<file path="src/rtl/uart_tx_queue_if.sv">
// Write-side and transmitter-side signals of the UART TX byte queue.
// master: CPU/UART side (drives wen, wdata, clr_overflow, tx_ready); slave: the queue.
interface uart_tx_queue_if #(
  parameter int AW = 4
);
  logic          wen;
  logic [7:0]    wdata;
  logic          clr_overflow;
  logic          tx_ready;
  logic          tx_start;
  logic [7:0]    tx_bus;
  logic          full;
  logic          empty;
  logic [AW:0]   count;
  logic          overflow;

  modport master (
    output wen, wdata, clr_overflow, tx_ready,
    input  tx_start, tx_bus, full, empty, count, overflow
  );

  modport slave (
    input  wen, wdata, clr_overflow, tx_ready,
    output tx_start, tx_bus, full, empty, count, overflow
  );
endinterface

</file>
<file path="src/rtl/uart_tx_queue.sv">
// Circular byte FIFO that feeds a uart_tx start/ready handshake.
// Ports: clk, reset (sync, active-low), bus (slave modport: write side, tx side, status).
module uart_tx_queue #(
  parameter int DEPTH = 16,
  parameter int AW    = 4
) (
  input  logic           clk,
  input  logic           reset,
  uart_tx_queue_if.slave bus
);

  typedef enum logic [1:0] {
    IDLE,
    WAIT_BUSY,
    WAIT_DONE
  } state_t;

  localparam logic [AW:0] FULL_CNT = (AW+1)'(DEPTH);

  logic [7:0]    mem_q [DEPTH];
  logic [AW-1:0] wptr_q;
  logic [AW-1:0] rptr_q;
  logic [AW:0]   count_q;
  logic [AW:0]   count_d;
  state_t        state_q;
  logic          tx_start_q;
  logic [7:0]    tx_bus_q;
  logic          ovf_q;
  logic          ovf_d;

  logic full;
  logic empty;
  logic wr_ok;
  logic drop;
  logic pop;

  always_comb begin
    full  = (count_q == FULL_CNT);
    empty = (count_q == '0);
    wr_ok = bus.wen && !full;
    drop  = bus.wen && full;
    pop   = (state_q == IDLE) && !empty && bus.tx_ready;

    count_d = count_q;
    if (wr_ok && !pop)
      count_d = count_q + 1'b1;
    else if (!wr_ok && pop)
      count_d = count_q - 1'b1;

    // a dropped write in the same cycle as a clear keeps the flag set
    ovf_d = ovf_q;
    if (drop)
      ovf_d = 1'b1;
    else if (bus.clr_overflow)
      ovf_d = 1'b0;
  end

  always_ff @(posedge clk) begin
    if (reset && wr_ok)
      mem_q[wptr_q] <= bus.wdata;
  end

  always_ff @(posedge clk) begin
    if (!reset) begin
      wptr_q     <= '0;
      rptr_q     <= '0;
      count_q    <= '0;
      ovf_q      <= 1'b0;
      state_q    <= IDLE;
      tx_start_q <= 1'b0;
      tx_bus_q   <= 8'h00;
    end else begin
      count_q <= count_d;
      ovf_q   <= ovf_d;
      if (wr_ok)
        wptr_q <= wptr_q + 1'b1;
      unique case (state_q)
        IDLE: begin
          if (pop) begin
            tx_bus_q   <= mem_q[rptr_q];
            rptr_q     <= rptr_q + 1'b1;
            tx_start_q <= 1'b1;
            state_q    <= WAIT_BUSY;
          end else begin
            tx_start_q <= 1'b0;
          end
        end
        WAIT_BUSY: begin
          // hold start until the transmitter shows it took the byte
          if (!bus.tx_ready) begin
            tx_start_q <= 1'b0;
            state_q    <= WAIT_DONE;
          end
        end
        WAIT_DONE: begin
          tx_start_q <= 1'b0;
          if (bus.tx_ready)
            state_q <= IDLE;
        end
        default: begin
          tx_start_q <= 1'b0;
          state_q    <= IDLE;
        end
      endcase
    end
  end

  assign bus.tx_start = tx_start_q;
  assign bus.tx_bus   = tx_bus_q;
  assign bus.full     = full;
  assign bus.empty    = empty;
  assign bus.count    = count_q;
  assign bus.overflow = ovf_q;

endmodule

</file>
<file path="src/flat_wrapper.sv">
// flat-port wrapper written by rule: the top's interface ports become plain ports
module uart_tx_queue_flat 
#(
  parameter int DEPTH = 16,
  parameter int AW    = 4
)
  (clk, reset, bus_wen, bus_wdata, bus_clr_overflow, bus_tx_ready, bus_tx_start, bus_tx_bus, bus_full, bus_empty, bus_count, bus_overflow);
  uart_tx_queue_if #(.AW(AW)) bus_i ();
  input  logic clk;
  input  logic reset;
  input wire logic [$bits(bus_i.wen)-1:0] bus_wen;
  input wire logic [$bits(bus_i.wdata)-1:0] bus_wdata;
  input wire logic [$bits(bus_i.clr_overflow)-1:0] bus_clr_overflow;
  input wire logic [$bits(bus_i.tx_ready)-1:0] bus_tx_ready;
  output wire logic [$bits(bus_i.tx_start)-1:0] bus_tx_start;
  output wire logic [$bits(bus_i.tx_bus)-1:0] bus_tx_bus;
  output wire logic [$bits(bus_i.full)-1:0] bus_full;
  output wire logic [$bits(bus_i.empty)-1:0] bus_empty;
  output wire logic [$bits(bus_i.count)-1:0] bus_count;
  output wire logic [$bits(bus_i.overflow)-1:0] bus_overflow;
  assign bus_i.wen = bus_wen;
  assign bus_i.wdata = bus_wdata;
  assign bus_i.clr_overflow = bus_clr_overflow;
  assign bus_i.tx_ready = bus_tx_ready;
  assign bus_tx_start = bus_i.tx_start;
  assign bus_tx_bus = bus_i.tx_bus;
  assign bus_full = bus_i.full;
  assign bus_empty = bus_i.empty;
  assign bus_count = bus_i.count;
  assign bus_overflow = bus_i.overflow;
  uart_tx_queue #(.DEPTH(DEPTH), .AW(AW)) u_core (.clk(clk), .reset(reset), .bus(bus_i));
endmodule
</file>
<file path="config.mk">
export PLATFORM = sky130hd
export DESIGN_NAME = uart_tx_queue_flat
export DESIGN_NICKNAME = d
export VERILOG_FILES = /design/src/rtl/uart_tx_queue_if.sv /design/src/rtl/uart_tx_queue.sv /design/src/flat_wrapper.sv
export SDC_FILE = /design/constraint.sdc
export NUM_CORES = 1
export LEC_CHECK = 0
export ABC_CLOCK_PERIOD_IN_PS = 3360
export CELL_PAD_IN_SITES_DETAIL_PLACEMENT = 0
export CELL_PAD_IN_SITES_GLOBAL_PLACEMENT = 2
export CORE_ASPECT_RATIO = 1.4
export CORE_UTILIZATION = 41
export CTS_CLUSTER_SIZE = 30
export DETAILED_ROUTE_END_ITERATION = 10
export GPL_ROUTABILITY_DRIVEN = 0
export PLACE_DENSITY = 0.76
export SLEW_MARGIN = 20
export SYNTH_ARGS = -nofsm -noshare
export SYNTH_HDL_FRONTEND = slang
export SYNTH_SLANG_ARGS = --single-unit
</file>
<file path="constraint.sdc">
create_clock -name clk -period 3.36 [get_ports clk]
set_input_delay 0.672 -clock clk [delete_from_list [all_inputs] [get_ports clk]]
set_output_delay 0.672 -clock clk [all_outputs]
set_load 0.005 [all_outputs]
</file>
Word-level counts from Yosys, hierarchy flattened. Memory sizes are Yosys's and may differ from the RTL's. A register that Yosys moved wholly into a read port is not among the register bits. Index checks and enable logic that the tools add are counted.

Bits of input ports: 13. Output and inout bits: 17. Memories: 1. Memory bits (writable): 128. Register bits: 17.

Mux-type cells: 13. Equality and inequality tests: 6. $add $sub $neg: 4. Reductions and logical operators: 18.

Memories: u_core.mem_q (depth 16, width 8, rd ports 1, clocked after Yosys merged registers in 1, write ports 1, RTL line uart_tx_queue.sv:20) `logic [7:0] mem_q [DEPTH];`.

Operators by type and width (count): $mux W5 (2); $add A4 B1 Y4 const B (2); $logic_and A1 B1 Y1 (7); $mux W1 (6); $mux W2 (3); $pmux W2 S3 (1); $add A5 B1 Y5 const B (1); $eq A5 B5 Y1 const B (1); $logic_not A1 Y1 (5); $logic_not A5 Y1 (1); $sub A5 B1 Y5 const B (1); $ne A2 B2 Y1 const B (2); $reduce_bool A2 Y1 (2); $reduce_and A3 Y1 (1); $eq A2 B1 Y1 const B (1); $eq A2 B2 Y1 const B (1); $logic_not A2 Y1 (1); $ne A2 B1 Y1 const B (1); $pmux W1 S2 (1); $reduce_and A2 Y1 (1).

Depth between registers and ports, before layout. Gate-level depths: netlist (run 1).

Word-level depth: 7. Gate-level depth with buffers: 13. Gate-level depth less buffers: 11.

Worst setup path before layout (run 1). No wires, ideal clock.

Path kind: input to register. Start point: input bus_tx_ready. End point: register u_core.count_q[4], in the netlist u_core.bus.count[4]. Path buffers: 2. Setup time: 0.072 ns. Stages on the path: 12. Arrival time: 2.836 ns. Slack: 0.452 ns. Cell sequence: inv_1 a2111oi_4 buf_2 buf_4 inv_2 ha_1 inv_1 ha_1 a21o_1 a21oi_1 mux2i_1 mux2i_1.

Cells in the longest elaborated chain, start to end: 4.

RTL lines: start, declared (RTL line flat_wrapper.sv:14) `input wire logic [$bits(bus_i.tx_ready)-1:0] bus_tx_ready;`; $logic_and A1 B1 Y1 * (RTL line uart_tx_queue.sv:42) `pop = (state_q == IDLE) && !empty && bus.tx_ready;`; $logic_not A1 Y1 (RTL line uart_tx_queue.sv:45) `if (wr_ok && !pop)`; $logic_and A1 B1 Y1 (RTL line uart_tx_queue.sv:45); $mux W5 / $reduce_bool A2 Y1 (equally long branches); end signal, assigned (RTL line uart_tx_queue.sv:73) `count_q <= count_d;`; end, declared (RTL line uart_tx_queue.sv:23) `logic [AW:0] count_q;`.

Mark *: on every way between the ends. The rest lies on a longest branch, timed or not. A chain may end at the register's enable or synchronous reset.

Worst setup path in the final report (run 1). Same ends and word-level chain as after synthesis.

==> flow_summary.yaml, run 1 <==
run_status:
  status: "finished, final reports clean"
sta:
  slew_headroom: 0.574
  skew_ns: 0.0104
  fin_crit_ns: 2.73
  timing.fmax_mhz: 366
  finalMaxSlewViolations: 0
  setup-violations-final: 0
  worstMarginPinSlew_ns: 0.637
  rsz0062_at_grt: "no"
  finalHoldViolCount: 0
  setup_tns_ns: 0
  final.period_utilization: 0.813
yosys:
  async_flop_share: 0
  synth_compound_area_frac: 0.0643
  ys_ff_latch: 153
  synthAdderAreaFrac: 0.0234
  synthCells: 389
  synthSimpleGateAreaFrac: 0.0595
  synth.cell_area_sq_um: 6210
  synth-seq-area-share: 0.700
  synth-edff-count: 128
  syn_nets: 413
  syn_area_per_cell_sq_um: 16.0
  yosysWarningCount: 0
  synthXorXnorAreaFrac: 0.0141
  synthMuxAreaShare: 0.115
  synth_top_family_by_area: "multiplexers"
  ys_types: 40
  ys.flop_type: "edfxtp_1"
cells_and_area:
  fin_nets: 465
  mostFrequentLayoutCells: "edfxtp_1 (128), mux2i_1 (47), clkdlybuf4s50_1 (29)"
  final_common_cell: "edfxtp_1"
  fillers: 1236
  multiInputGateArea_sq_um: 1710
  regArea_sq_um: 4350
  areaGrowthSynthToFinish_pct: 19.3
  n_antenna_cell: 0
  drive_gt1_frac: 0.154
  postLayoutCoreUtil: 0.506
worst_setup_path:
  crit_slowest_cell: "clkdlybuf4s50_1"
  path_class: "input pin to register"
  cp_max_fo: 5
  endpoint_kind: "register"
  cp_data_required_time_ns: 3.71
  crit_family: "buffers and inverters"
  cp.arrival_ns: 3.08
  cp-start-kind: "input pin"
  path_cells: "clkdlybuf4s50_1 -> inv_1 -> a2111oi_4 -> inv_2 -> ha_1 -> inv_1 -> ha_1 -> a21o_1 -> a21oi_1 -> mux2i_1 -> mux2i_1"
  cp_slowest_stage_delay_ns: 0.48
  path_buf_inv: 4
drt:
  antenna_left: 0
  wl_per_cell_um: 20.2
  first_pass_iters: 4
  drt-total-wl_mm: 13.0
  drc: 0
  vias_per_cell: 5.24
  drt_first_iter_violations: 298
  vias: 3367
clocking:
  clockRootBuffer: "clkbuf_16"
  cts_sinks: 153
  ctsHoldBuffers: 0
  cts_resized: 0
  cts_tree: "built"
  htree_num_levels: 4
  cts_buffers: 17
  cts_buffer_depth: 2
  clock_latency_ns: 0.42
  cts.clk_slew.worst_paths_ns: 0.06
  post_cts_buffers: 0
global_route:
  groute.usage.overall: 0.180
  grt_pass1_wl_mm: 19.9
  grt_max_degree: 26
  grt_overflow: 0
  grt_pass1_vias: 3326
  antenna_found_initial: 0
power:
  p_per_area_nw_per_um2: 684
  irDropWorstVdd_uv: 331
  total_leakage_power_uw: 0.00240
floorplanning:
  dieWidth_um: 106
  die_y_um: 148
  die-area_sq_um: 15600
  fp-row-count: 52
  core_area_sq_um: 14600
  pin_count: 30
  start_util: 0.424
hold_path:
  hold_path.class: "register to register"
placement:
  port_buffers: 29
  dp_hpwl_mm: 8.62
run:
  max-cap-violations: 0
[final timing paths]
check | start | end | slack, ns | cells past startpoint
max reg2reg | u_core.bus.count[0] | u_core.bus.count[4] | 0.79 | 10
min | u_core.bus.tx_start | u_core.bus.tx_start | 0.47 | 1
min reg2reg | u_core.bus.tx_start | u_core.bus.tx_start | 0.47 | 1
max | bus_tx_ready | u_core.bus.count[4] | 0.63 | 11
[power by group]
group / total (uW) / switching, uW / leakage (uW) / internal (uW)
combinational: 951 / 474 / 0.000765 / 477
clock: 1840 / 822 / 0.000275 / 1020
sequential: 2270 / 116 / 0.00136 / 2160
[sequential cells by signal, indices dropped and copies added, names as in the netlist]
signal,count
u_core.bus.tx_bus,8
u_core.bus.count,5
u_core.rptr_q,4
u_core.mem_q,128
u_core.bus.overflow,1
u_core.wptr_q,4
u_core.state_q,2
u_core.bus.tx_start,1
[routing by layer]
metal | track usage | vias to the layer above | wire length (um)
li1 | - | 1600 | -
met1 | 0.218 | 1672 | 5540
met2 | 0.316 | 85 | 6750
met3 | 0.0463 | 10 | 548
met4 | 0.0479 | 0 | 120
met5 | 0 | - | 0
[logic make-up after synthesis]
group / Yosys count
XOR/XNOR: 10
AO/OA/AOI/OAI: 58
multiplexers: 57
adder cells (fa/ha/maj): 11
buffers and inverters: 30
flip-flops: 153
AND/OR/NAND/NOR: 70
[Yosys cell counts, types with 9 or more instances]
master | number | area share
edfxtp_1 | 128 | 0.62
o22ai_1 | 22 | 0.022
ha_1 | 10 | 0.020
o21ai_0 | 11 | 0.0089
inv_1 | 9 | 0.0054
nand2_1 | 14 | 0.0085
dfxtp_1 | 25 | 0.081
nor2_1 | 16 | 0.0097
a21oi_1 | 13 | 0.010
and2_1 | 11 | 0.011
mux2i_1 | 47 | 0.076
[cell type report]
class | count | area share
Inverter | 10 | 0.00507
Clock buffer | 19 | 0.0613
Timing Repair Buffer | 53 | 0.0669
Multi-Input combinational cell | 206 | 0.231
Tap cell | 189 | 0.0319
Sequential cell | 153 | 0.587
Clock inverter | 13 | 0.0169
[through the flow]
stage / hold slack, ns / instances / cell area [sq um] / power [uW] / setup WS [ns]
finish: 0.468 / 643 / 7410 / 5070 / 0.627
global route: 0.493 / 643 / 7410 / 5300 / 0.516
CTS: 0.470 / 643 / 7410 / 5120 / 0.624
detailed placement: 0.454 / 611 / 6830 / 3280 / 0.198
global placement: 0.456 / 611 / 6830 / 3270 / 0.285
floorplan: 0.464 / 389 / 6210 / 2910 / 0.452
No activity file was read; power rests on OpenSTA's default activity.
==> inputs of run 2 (changes only) <==
--- a/config.mk
+++ b/config.mk
@@ -5,7 +5,7 @@
 export SDC_FILE = /design/constraint.sdc
 export NUM_CORES = 1
 export LEC_CHECK = 0
-export ABC_CLOCK_PERIOD_IN_PS = 3360
+export ABC_CLOCK_PERIOD_IN_PS = 2900
 export CELL_PAD_IN_SITES_DETAIL_PLACEMENT = 0
 export CELL_PAD_IN_SITES_GLOBAL_PLACEMENT = 2
 export CORE_ASPECT_RATIO = 1.4
==> constraint.sdc (replaced) <==
create_clock -name clk -period 2.9 [get_ports clk]
set_input_delay 0.58 -clock clk [delete_from_list [all_inputs] [get_ports clk]]
set_output_delay 0.58 -clock clk [all_outputs]
set_load 0.005 [all_outputs]
==> run 2 against run 1 <==
Power increased by 16%; worst setup slack got worse by 0.28 ns; critical path depth decreased by 8; via count increased by 0.45%; register-to-register slack got worse by 0.41 ns; clock-buffer cell count decreased by 2; sequential share of layout area about the same; die area unchanged; non-clock buffer count increased by 2; flip-flop and latch count unchanged; largest cell class unchanged; largest power group unchanged.
==> flow_summary.yaml, run 2 (synthesis results as in run 1) <==
worst_setup_path:
  cp-start-kind: "register"
  cp_max_fo: 5
  endpoint_kind: "output port"
  cp_data_required_time_ns: 2.32
  cp.arrival_ns: 1.97
  path_class: "register to output port"
floorplanning:
  die-area_sq_um: 15600
  pin_count: 30
  start_util: 0.424
  core_area_sq_um: 14600
  die_y_um: 148
  dieWidth_um: 106
  fp-row-count: 52
global_route:
  grt_overflow: 0
  groute.usage.overall: 0.180
  antenna_found_initial: 0
  grt_pass1_vias: 3372
  grt_pass1_wl_mm: 20.2
  grt_max_degree: 44
sta:
  finalHoldViolCount: 0
  setup_tns_ns: 0
  worstMarginPinSlew_ns: 1.03
  skew_ns: 0.0104
  setup-violations-final: 0
  whs_ns: 0.481
  slew_headroom: 0.313
  final.period_utilization: 0.880
  timing.fmax_mhz: 392
  fin_crit_ns: 2.55
  rsz0062_at_grt: "no"
  finalMaxSlewViolations: 0
clocking:
  post_cts_buffers: 0
  clockRootBuffer: "clkbuf_16"
  cts_sinks: 153
  clock_latency_ns: 0.42
  cts_buffer_depth: 2
  cts.clk_slew.worst_paths_ns: 0.07
  cts_tree: "built"
  cts_resized: 0
  cts_buffers: 17
  ctsHoldBuffers: 0
  htree_num_levels: 4
cells_and_area:
  fillers: 1233
  areaGrowthSynthToFinish_pct: 19.4
  largest-register: "u_core.mem_q"
  largest_register_ffs: 128
  drive_gt1_frac: 0.158
  n_antenna_cell: 0
  final_common_cell: "edfxtp_1"
  mostFrequentLayoutCells: "edfxtp_1 (128), mux2i_1 (47), clkdlybuf4s50_1 (29)"
  fin_nets: 467
run:
  max-cap-violations: 0
drt:
  first_pass_iters: 4
  vias: 3382
  vias_per_cell: 5.24
  drt_first_iter_violations: 298
  antenna_left: 0
  drt-total-wl_mm: 12.9
  wl_per_cell_um: 20.0
  drc: 0
hold_path:
  hold_path.class: "register to register"
placement:
  dp_hpwl_mm: 8.45
  port_buffers: 29
power:
  total_leakage_power_uw: 0.00242
  p_per_area_nw_per_um2: 796
  irDropWorstVdd_uv: 452
run_status:
  status: "finished, final reports clean"
## run 2: cell types whose count changed in the layout (fill, tap and decap cells not counted), sizes merged
| cell | change |
|---|---|
| inv | +3 |
| bufinv | +1 |
| clkinvlp | -3 |
| buf | +2 |
| clkinv | +1 |
| clkbuf | -2 |
## run 2: critical path, cell delays in order, from the launching register on
cell	delay [ns]
dfxtp_1	0.39
nor4_4	0.46
and2_1	0.21
clkdlybuf4s50_1	0.50
## run 2: per-layer routing
| metal | GRT usage | routed length [um] | part of all wire |
|---|---|---|---|
| met5 | 0 | 0 | 0 |
| met4 | 0.0722 | 262 | 0.020 |
| met3 | 0.0379 | 395 | 0.031 |
| met2 | 0.300 | 6600 | 0.51 |
| met1 | 0.230 | 5620 | 0.44 |
## run 2: worst paths after layout
kind	start	to	slack, ns	depth (start not counted)
setup / recovery	u_core.bus.count[0]	bus_empty	0.35	3
hold reg to reg	u_core.bus.tx_start	u_core.bus.tx_start	0.48	1
hold / removal	u_core.bus.tx_start	u_core.bus.tx_start	0.48	1
setup reg to reg	u_core.bus.count[0]	u_core.bus.count[4]	0.38	11
## run 2: cell type report
class / instances / area (sq um) / area share
flip-flops and latches: 153 / 4350 / 0.587
multi-input cells: 206 / 1710 / 0.231
repair buffers: 55 / 498 / 0.0672
clock buffers: 17 / 425 / 0.0574
well taps: 189 / 236 / 0.0319
clock inverters: 15 / 153 / 0.0206
inverters: 10 / 37.5 / 0.00507
## run 2: where the power goes
group | internal [uW] | switching, uW
clock network | 1220 | 944
registers | 2500 | 159
logic | 561 | 516
total | 4280 | 1620
## run 2: per-stage QoR
stage                     power (uW)   util  worst slack, ns  instance area (sq um)  cells
after detailed placement        3800  0.466          -0.0642                   6830    613
after CTS                       5950  0.506            0.305                   7410    645
final                           5900  0.506            0.349                   7410    645
after floorplan                 3370      -           0.0845                   6210    389
after global placement          3780  0.466          -0.0246                   6830    613
after global routing            6180  0.506            0.193                   7410    645
